### src/rtl/spi_frame_receiver.sv
// SPI frame receiver (slave, receive only).
// Samples an asynchronous SPI bus on the system clock, assembles NUM_BYTES
// bytes per chip-enable window and publishes a whole frame at once on data_o.
// Short frames (CE dropped before the last byte) raise frame_error_o and
// leave data_o untouched.
module spi_frame_receiver #(
   parameter int NUM_BYTES   = 10,
   parameter int CPOL        = 0,
   parameter int CPHA        = 0,
   parameter int MSB_FIRST   = 1,
   parameter int SYNC_STAGES = 2
) (
   input  logic                   sys_clk_i,
   input  logic                   rst_ni,
   input  logic                   sclk_i,
   input  logic                   mosi_i,
   input  logic                   chip_enable_i,
   output logic [8*NUM_BYTES-1:0] data_o,
   output logic                   frame_valid_o,
   output logic                   frame_error_o,
   output logic                   busy_o,
   output logic [4:0]             byte_count_o
);

   localparam logic       SCLK_IDLE   = (CPOL != 0);
   localparam bit         SAMPLE_RISE = (CPOL == CPHA);
   localparam logic [4:0] LAST_BYTE   = 5'(NUM_BYTES - 1);
   localparam logic [4:0] FULL_COUNT  = 5'(NUM_BYTES);

   typedef enum logic [1:0] {
      IDLE,
      RECV,
      DONE
   } state_e;

   state_e state_q, state_d;

   logic [SYNC_STAGES-1:0] sclk_sync_q;
   logic [SYNC_STAGES-1:0] mosi_sync_q;
   logic [SYNC_STAGES-1:0] ce_sync_q;
   logic [SYNC_STAGES-1:0] prime_q;
   logic                   sclk_d_q;
   logic                   ce_d_q;
   logic                   armed_q;

   logic sclk_s, mosi_s, ce_s;
   logic sample_edge, ce_rise, ce_fall;

   logic [2:0]             bit_cnt_q;
   logic [4:0]             byte_cnt_q;
   logic [7:0]             shift_q;
   logic [8*NUM_BYTES-1:0] shadow_q;
   logic [8*NUM_BYTES-1:0] frame_next;
   logic [7:0]             byte_next;
   logic                   byte_done;

   logic start, shift_en, frame_done, frame_err;

   assign sclk_s = sclk_sync_q[SYNC_STAGES-1];
   assign mosi_s = mosi_sync_q[SYNC_STAGES-1];
   assign ce_s   = ce_sync_q[SYNC_STAGES-1];

   // All three bus lines share the same synchronizer depth so mosi stays aligned with sclk.
   always_ff @(posedge sys_clk_i or negedge rst_ni) begin
      if (!rst_ni) begin
         sclk_sync_q <= {SYNC_STAGES{SCLK_IDLE}};
         mosi_sync_q <= '0;
         ce_sync_q   <= '0;
         sclk_d_q    <= SCLK_IDLE;
         ce_d_q      <= 1'b0;
      end else begin
         sclk_sync_q <= {sclk_sync_q[SYNC_STAGES-2:0], sclk_i};
         mosi_sync_q <= {mosi_sync_q[SYNC_STAGES-2:0], mosi_i};
         ce_sync_q   <= {ce_sync_q[SYNC_STAGES-2:0], chip_enable_i};
         sclk_d_q    <= sclk_s;
         ce_d_q      <= ce_s;
      end
   end

   // After reset, CE must be seen low (once the synchronizer holds real data)
   // before a rising edge counts, so a frame already in flight is ignored.
   always_ff @(posedge sys_clk_i or negedge rst_ni) begin
      if (!rst_ni) begin
         prime_q <= '0;
         armed_q <= 1'b0;
      end else begin
         prime_q <= {prime_q[SYNC_STAGES-2:0], 1'b1};
         armed_q <= armed_q | (prime_q[SYNC_STAGES-1] & ~ce_s);
      end
   end

   assign sample_edge = SAMPLE_RISE ? (sclk_s & ~sclk_d_q) : (~sclk_s & sclk_d_q);
   assign ce_rise     = armed_q & ce_s & ~ce_d_q;
   assign ce_fall     = ~ce_s & ce_d_q;

   assign byte_next = (MSB_FIRST != 0) ? {shift_q[6:0], mosi_s} : {mosi_s, shift_q[7:1]};
   assign byte_done = (bit_cnt_q == 3'd7);

   // Shadow buffer with the byte being completed merged in at its slot.
   always_comb begin
      frame_next = shadow_q;
      for (int k = 0; k < NUM_BYTES; k++) begin
         if (byte_cnt_q == 5'(k)) begin
            frame_next[8*k +: 8] = byte_next;
         end
      end
   end

   // State register.
   always_ff @(posedge sys_clk_i or negedge rst_ni) begin
      if (!rst_ni) begin
         state_q <= IDLE;
      end else begin
         state_q <= state_d;
      end
   end

   // Next state and datapath strobes; a final edge beats a simultaneous CE fall.
   always_comb begin
      state_d    = state_q;
      start      = 1'b0;
      shift_en   = 1'b0;
      frame_done = 1'b0;
      frame_err  = 1'b0;
      unique case (state_q)
         IDLE: begin
            if (ce_rise) begin
               state_d = RECV;
               start   = 1'b1;
            end
         end
         RECV: begin
            if (sample_edge) begin
               shift_en = 1'b1;
               if (byte_done && (byte_cnt_q == LAST_BYTE)) begin
                  frame_done = 1'b1;
                  state_d    = DONE;
               end
            end
            if (ce_fall && !frame_done) begin
               frame_err = 1'b1;
               shift_en  = 1'b0;
               state_d   = IDLE;
            end
         end
         DONE: begin
            if (ce_rise) begin
               state_d = RECV;
               start   = 1'b1;
            end else if (ce_fall) begin
               state_d = IDLE;
            end
         end
         default: state_d = IDLE;
      endcase
   end

   // Bit/byte assembly; data_o only ever takes a complete frame.
   always_ff @(posedge sys_clk_i or negedge rst_ni) begin
      if (!rst_ni) begin
         bit_cnt_q  <= '0;
         byte_cnt_q <= '0;
         shift_q    <= '0;
         shadow_q   <= '0;
         data_o     <= '0;
      end else begin
         if (start) begin
            bit_cnt_q  <= '0;
            byte_cnt_q <= '0;
            shift_q    <= '0;
         end else if (shift_en) begin
            shift_q   <= byte_next;
            bit_cnt_q <= bit_cnt_q + 3'd1;
            if (byte_done) begin
               shadow_q <= frame_next;
               if (byte_cnt_q != FULL_COUNT) begin
                  byte_cnt_q <= byte_cnt_q + 5'd1;
               end
            end
         end
         if (frame_done) begin
            data_o <= frame_next;
         end
      end
   end

   // Status pulses, one cycle after the edge that caused them.
   always_ff @(posedge sys_clk_i or negedge rst_ni) begin
      if (!rst_ni) begin
         frame_valid_o <= 1'b0;
         frame_error_o <= 1'b0;
      end else begin
         frame_valid_o <= frame_done;
         frame_error_o <= frame_err;
      end
   end

   assign busy_o       = (state_q == RECV);
   assign byte_count_o = byte_cnt_q;

endmodule

### config.mk
export PLATFORM = sky130hd
export DESIGN_NAME = spi_frame_receiver
export DESIGN_NICKNAME = d
export VERILOG_FILES = /design/src/rtl/spi_frame_receiver.sv
export SDC_FILE = /design/constraint.sdc
export NUM_CORES = 1
export LEC_CHECK = 0
export BUFFER_PORTS_ARGS = -buffer_cell sky130_fd_sc_hd__buf_2
export CORE_ASPECT_RATIO = 0.75
export CORE_UTILIZATION = 35
export DETAILED_ROUTE_END_ITERATION = 16
export PLACE_DENSITY = 0.54
export SLEW_MARGIN = 0
export SYNTH_ARGS = -nofsm -noshare
export SYNTH_HDL_FRONTEND = slang
export SYNTH_SLANG_ARGS = --single-unit
### constraint.sdc
create_clock -name sys_clk_i -period 2.6 [get_ports sys_clk_i]
set_input_delay 0.39 -clock sys_clk_i [delete_from_list [all_inputs] [get_ports sys_clk_i]]
set_output_delay 0.39 -clock sys_clk_i [all_outputs]
set_load 0.005 [all_outputs]
==> results of run 1 <==
-- through the flow --
step / hold WS, ns / cell area [sq um] / power [W] / worst slack (ns) / utilization
after floorplan: 0.0944 / 8230 / 0.00303 / 0.612 / -
after global routing: 0.0393 / 9670 / 0.00597 / 0.168 / 0.419
after detailed placement: 0.335 / 9060 / 0.00317 / 0.327 / 0.393
after global placement: 0.335 / 9060 / 0.00316 / 0.418 / 0.393
final: 0.0661 / 9670 / 0.00574 / 0.287 / 0.419
after CTS: 0.0443 / 9670 / 0.00582 / 0.288 / 0.419
-- registers in the layout (all words and copies together) (netlist names) --
name           count
ce_d_q             1
mosi_sync_q        2
armed_q            1
frame_error_o      1
ce_sync_q          2
frame_valid_o      1
bit_cnt_q          3
shadow_q          72
sclk_sync_q        2
prime_q            2
sclk_d_q           1
byte_count_o       5
shift_q            7
state_q            2
data_o            80
-- report_power, final --
group	total, W	internal [W]	leakage, nW	switching (W)
sequential	0.00291	0.00286	2.51	0.0000509
clock	0.00263	0.00148	0.284	0.00115
combinational	0.000200	0.0000593	1.89	0.000141
-- Yosys cell counts, types with 2 or more instances --
library cell  instances
and3_1                4
and4bb_2              2
mux2_4               72
nand3_1               5
nand4b_1              3
or3_1                 2
nor4b_1               8
clkbuf_1             21
a21oi_1               5
a31o_2                4
a211oi_1              3
mux2i_1              73
o21ai_0              17
xnor2_1               2
buf_6                10
dfrtp_1             182
nand3b_1              2
nand2_1             103
nand2_8               9
buf_2                 8
nor2_1                4
nand2b_1              2
inv_1                 6
o21ai_1              63
buf_4                 9
ha_1                  6
-- kinds of logic (layout without fill, tap and decap cells) --
logic type      Yosys count  in the layout
compound gates          100            100
mux                     145            145
xor+xnor                  2              2
buf+inv                  56            161
simple gates            148            148
flops                   182            182
other cells               1              1
fa+ha+maj                 6              6
-- routing by layer --
layer  up-vias  GRT usage
met2       123      0.240
met1      2557      0.241
met5         -          0
met3        20     0.0377
li1       2397          -
met4         0     0.0471
-- worst max-delay path: stages (launching register included) --
cell and delay [ns]:
dfrtp_1 0.43, inv_1 0.12, ha_1 0.30, nand4bb_4 0.21
a211oi_4 0.29, buf_4 0.36, nand2_8 0.14, mux2_4 0.32
-- final timing paths --
kind	from	to	slack [ns]
max	byte_count_o[1]	shadow_q[62]	0.29
min	sclk_i	sclk_sync_q[0]	0.07
max reg2reg	byte_count_o[1]	shadow_q[62]	0.29
min reg2reg	ce_sync_q[0]	ce_sync_q[1]	0.35
max in group asynchronous	rst_ni	shift_q[0]	1.30
min in group asynchronous	rst_ni	shadow_q[51]	0.51
-- layout make-up --
type                            instances  area [sq um]
Timing Repair Buffer                  122           732
Clock inverter                         13           146
Fill cell                            2162         13400
Sequential cell                       182          4550
Tap cell                              300           375
Inverter                                7          27.5
Multi-Input combinational cell        402          3380
Clock buffer                           19           453
==> flow_metrics.py, run 1 <==
metrics = {
    "routing": {
        "ant_nets": 0,
        "first_pass_iters": 10,
        "drt-met1-wl_mm": 9.33,
        "drt_iter0_drc": 315,
        "num_vias": 5097,
        "wire_per_inst_um": 17.7,
        "via_per_inst": 4.88,
        "wl_met3_um": 762,
        "drt_wl_total_mm": 18.5,
        "drc": 20,
        "routed.top_layer": "met4",
        "dr_wl_met2_mm": 8.18,
    },
    "power_and_ir_drop": {
        "p_leak_nw": 4.69,
        "vdd_drop_max_mv": 0.463,
        "p_per_area_nw_per_um2": 593,
    },
    "global_route": {
        "grt_pass1_vias": 5251,
        "antenna_found_initial": 0,
        "grt_start_max_net_pins": 73,
        "grt_usage": 0.164,
        "grt_pass1_wl_mm": 30.0,
        "grt-ovfl-total": 0,
    },
    "setup_path": {
        "startpoint_type": "register",
        "cp-end-kind": "register",
        "path_class": "reg -> reg",
        "required_ns": 2.91,
        "rr_worst_depth": 7,
        "arrival_ns": 2.62,
        "cp_max_fo": 8,
    },
    "run_status": {
        "violations": "DRC",
        "status": "finished, violations left",
    },
    "timing": {
        "finalCritPeriodShare": 0.890,
        "slew_violations": 0,
        "hold_violations": 0,
        "period_needed_ns": 2.31,
        "rsz0062_at_grt": "false",
        "slew_headroom": 0.554,
        "worst_pin_slew_ns": 0.669,
        "finClkSkew_ns": 0.0127,
        "max_freq_mhz": 432,
        "timing.final.setup_violations": 0,
        "tns_ns": 0,
    },
    "synthesis": {
        "synthSimpleGateAreaFrac": 0.103,
        "synth_compound_area_frac": 0.0692,
        "synth.largest_area_cell": "dfrtp_1",
        "syn-cell-area_sq_um": 8230,
        "syn_nets": 651,
        "synth-main-ff-cell": "dfrtp_1",
        "synth_cell_types": 41,
        "synth_edf_count": 0,
        "synth-seq-area-share": 0.554,
        "netlist_instances": 640,
        "synth_xor_area_frac": 0.00213,
        "ys_ff_latch": 182,
        "ys.warnings.count": 0,
        "synth_adder_area_share": 0.00912,
        "async_reset_ff_frac": 1.00,
        "synth_top_family_by_area": "multiplexers",
        "yosys.area.top_type_share": 0.554,
        "synth.area.mux_share": 0.220,
        "syn_avg_cell_area_sq_um": 12.9,
        "synth.area.top_cells": "dfrtp_1 55%, mux2_4 13%, mux2i_1 8.9%, nand2_1 4.7%, o21ai_1 3.8%",
    },
    "cts": {
        "cts_buffers": 17,
        "clockBufferDepth": 2,
        "cts-resized-gates": 0,
        "cts-root-buf": "clkbuf_16",
        "cts.sinks": 182,
        "cts_hold_buf": 1,
        "cts.clk_slew.worst_paths_ns": 0.07,
        "post_cts_buffers": 0,
        "worstSkewPairLatency_ns": 0.43,
        "cts_tree": "built",
        "htree_num_levels": 4,
    },
    "die": {
        "num_rows": 48,
        "ioPinCount": 93,
        "die_h_um": 135,
        "die_area_sq_um": 24100,
        "initial_core_util": 0.357,
        "die_w_um": 179,
        "core_area_sq_um": 23100,
    },
    "job": {
        "max_cap_violations": 0,
    },
    "placement": {
        "gp_congestion": 0.827,
        "dp.cells": 1012,
        "hpwl_mm": 12.6,
        "io_buffers": 92,
    },
    "final_layout": {
        "final_common_cell": "dfrtp_1",
        "mostFrequentLayoutCells": "182 x dfrtp_1, 103 x nand2_1, 91 x buf_2, 73 x mux2i_1, 72 x mux2_4",
        "drive_above_1_share": 0.342,
        "fin_nets": 743,
        "post_layout_nonfiller_instances": 1045,
        "area_growth_syn_to_layout_pct": 17.5,
        "num_antenna_cells": 0,
    },
    "hold_path": {
        "hold_path_class": "in -> reg",
        "whs_path_depth": 1,
    },
}
Power figures use the tool's default switching activity.
==> run 2, diff against run 1 <==
clock period = 2.4 ns   (was 2.6 ns; I/O delays follow)
==> run 2 against run 1 <==
  * The run still ends with DRC left
  * Worst hold slack got worse by 0.032 ns
  * First-iteration DRC count decreased by 15%
  * Power increased by 9.4%
  * Utilization increased by 0.065 points
  * Clock skew decreased by 0.0039 ns
  * Routed wire length decreased by 1.1%
  * Clock power increased by 10%
  * Via count decreased by 1.2%
  * Die area unchanged
  * Sequential cell count unchanged
  * Final area increased by 0.16%
  * Fmax increased by 4.8%
==> flow_metrics.py, run 2 (synthesis results as in run 1) <==
metrics = {
    "setup_path": {
        "crit_buf_inv": 2,
        "worstSetupStartpoint": "byte_count_o[1]",
        "r2r-start": "byte_count_o[1]",
        "required_ns": 2.68,
        "reg2reg_slack_ns": 0.19,
        "reg2reg_to": "data_o[15]",
        "crit_family": "simple AND/OR/NAND/NOR gates",
        "cp-endpoint": "data_o[15]",
        "slowest_delay_ns": 0.45,
        "crit_chain": "inv_1 > ha_1 > nand4bb_4 > or3_4 > buf_4 > nand2_1 > o21ai_0",
        "cp_max_fo": 53,
        "path_class": "reg -> reg",
        "rr_worst_depth": 7,
        "arrival_ns": 2.49,
        "cp-end-kind": "register",
        "startpoint_type": "register",
        "path_depth": 7,
        "cp_slowest_cell": "or3_4",
    },
    "routing": {
        "drt_wl_total_mm": 18.3,
        "drt-met1-wl_mm": 9.28,
        "dr_wl_met2_mm": 8.03,
        "ant_nets": 0,
        "wl_met3_um": 643,
        "drt_iter0_drc": 269,
        "routed.top_layer": "met4",
        "wire_per_inst_um": 17.5,
        "first_pass_iters": 11,
        "drc": 20,
        "via_per_inst": 4.82,
        "num_vias": 5036,
    },
    "final_layout": {
        "mostFrequentLayoutCells": "182 x dfrtp_1, 103 x nand2_1, 91 x buf_2, 73 x mux2i_1, 72 x mux2_4",
        "area_growth_syn_to_layout_pct": 17.7,
        "num_antenna_cells": 0,
        "num-fill-cells": 2198,
        "seqCellArea_sq_um": 4550,
        "design_area_sq_um": 9690,
        "drive_above_1_share": 0.340,
        "largest-register": "data_o",
        "multiInputGateArea_sq_um": 3380,
        "fin_nets": 744,
        "final_common_cell": "dfrtp_1",
        "reg.largest.list": "data_o x80, shadow_q x72, shift_q x7",
        "largest_reg_flops": 80,
    },
    "cts": {
        "cts_tree": "built",
        "post_cts_buffers": 0,
        "cts.clk_slew.worst_paths_ns": 0.07,
        "cts-root-buf": "clkbuf_16",
        "worstSkewPairLatency_ns": 0.43,
        "cts_buffers": 17,
        "htree_num_levels": 4,
        "cts.sinks": 182,
        "clockBufferDepth": 2,
    },
    "placement": {
        "place_area_sq_um": 9070,
        "hpwl_mm": 12.4,
        "io_buffers": 92,
        "gp_congestion": 0.809,
    },
    "run_status": {
        "violations": "DRC",
        "status": "finished, violations left",
    },
    "global_route": {
        "antenna_found_initial": 0,
        "grt_start_max_net_pins": 69,
        "grt_pass1_vias": 5301,
        "grt_usage": 0.163,
        "grt_pass1_wl_mm": 29.7,
        "grt-ovfl-total": 0,
    },
    "die": {
        "die_w_um": 179,
        "initial_core_util": 0.357,
        "die_area_sq_um": 24100,
        "ioPinCount": 93,
        "core_area_sq_um": 23100,
        "die_h_um": 135,
        "num_rows": 48,
    },
    "timing": {
        "max_freq_mhz": 453,
        "finClkSkew_ns": 0.00880,
        "tns_ns": 0,
        "timing.final.setup_violations": 0,
        "hold_violations": 0,
        "period_needed_ns": 2.21,
        "worst_pin_slew_ns": 0.730,
        "finalCritPeriodShare": 0.919,
        "rsz0062_at_grt": "false",
        "slew_violations": 0,
        "slew_headroom": 0.513,
    },
    "power_and_ir_drop": {
        "sw_frac_of_total": 0.225,
        "vdd_drop_max_mv": 0.436,
        "internal_power_w": 0.00487,
        "pwr-share-comb": 0.036,
        "p_per_area_nw_per_um2": 648,
        "pwr-share-seq": 0.502,
        "power_switching_w": 0.00141,
        "power_frac_clock": 0.462,
        "p_leak_nw": 4.70,
    },
    "job": {
        "max_cap_violations": 0,
    },
    "hold_path": {
        "hold_path_class": "in -> reg",
    },
}
[run 2: layer usage]
metal	GRT usage	up-vias
met5	0	-
met4	0.0485	0
met3	0.0360	27
met2	0.237	102
met1	0.239	2511
li1	-	2396
[run 2: how the worst min path moves through the flow]
stage | from | to | depth (start not counted)
2_1_floorplan | rst_ni | armed_q | 0
3_3_place_gp | rst_ni | data_o[53] | 1
3_5_place_dp | rst_ni | data_o[53] | 1
4_1_cts | mosi_i | mosi_sync_q[0] | 1
5_1_grt | sclk_i | sclk_sync_q[0] | 1
6_report | sclk_i | sclk_sync_q[0] | 1
[run 2: power by group through the flow]
stage	clock, W	sequential, W	combinational [W]
after floorplan	0	0.00318	0.000110
after global placement	0	0.00321	0.000221
after detailed placement	0	0.00321	0.000228
after CTS	0.00297	0.00315	0.000231
after global routing	0.00311	0.00316	0.000253
final	0.00290	0.00315	0.000225
[run 2: worst register-to-register path: stages, from the launching register on]
cell and delay (ns):
dfrtp_1 0.43, inv_1 0.12, ha_1 0.30, nand4bb_4 0.20
or3_4 0.45, buf_4 0.29, nand2_1 0.17, o21ai_0 0.10
[run 2: final cells by class]
type                    instances  share of cell area
flip-flops and latches        182               0.470
multi-input cells             402               0.349
repair buffers                123              0.0763
clock buffers                  21              0.0475
well taps                     300              0.0388
clock inverters                10              0.0151
inverters                       7             0.00284
[run 2: metrics by stage]
step | setup WS [ns] | util | total power, W | hold slack [ns] | std cells
after floorplan | 0.412 | - | 0.00329 | 0.0644 | 640
after global placement | 0.294 | 0.393 | 0.00343 | 0.267 | 1013
after detailed placement | 0.232 | 0.393 | 0.00344 | 0.272 | 1013
after CTS | 0.204 | 0.420 | 0.00636 | 0.0156 | 1045
after global routing | 0.00238 | 0.420 | 0.00652 | 0.0175 | 1045
final | 0.193 | 0.420 | 0.00628 | 0.0339 | 1045
[run 2: repair_timing]
action / CTS / global route
endpoints found under the hold margin: 29 / 0
hold buffers: 1 / 0
gates resized for setup: 0 / 0
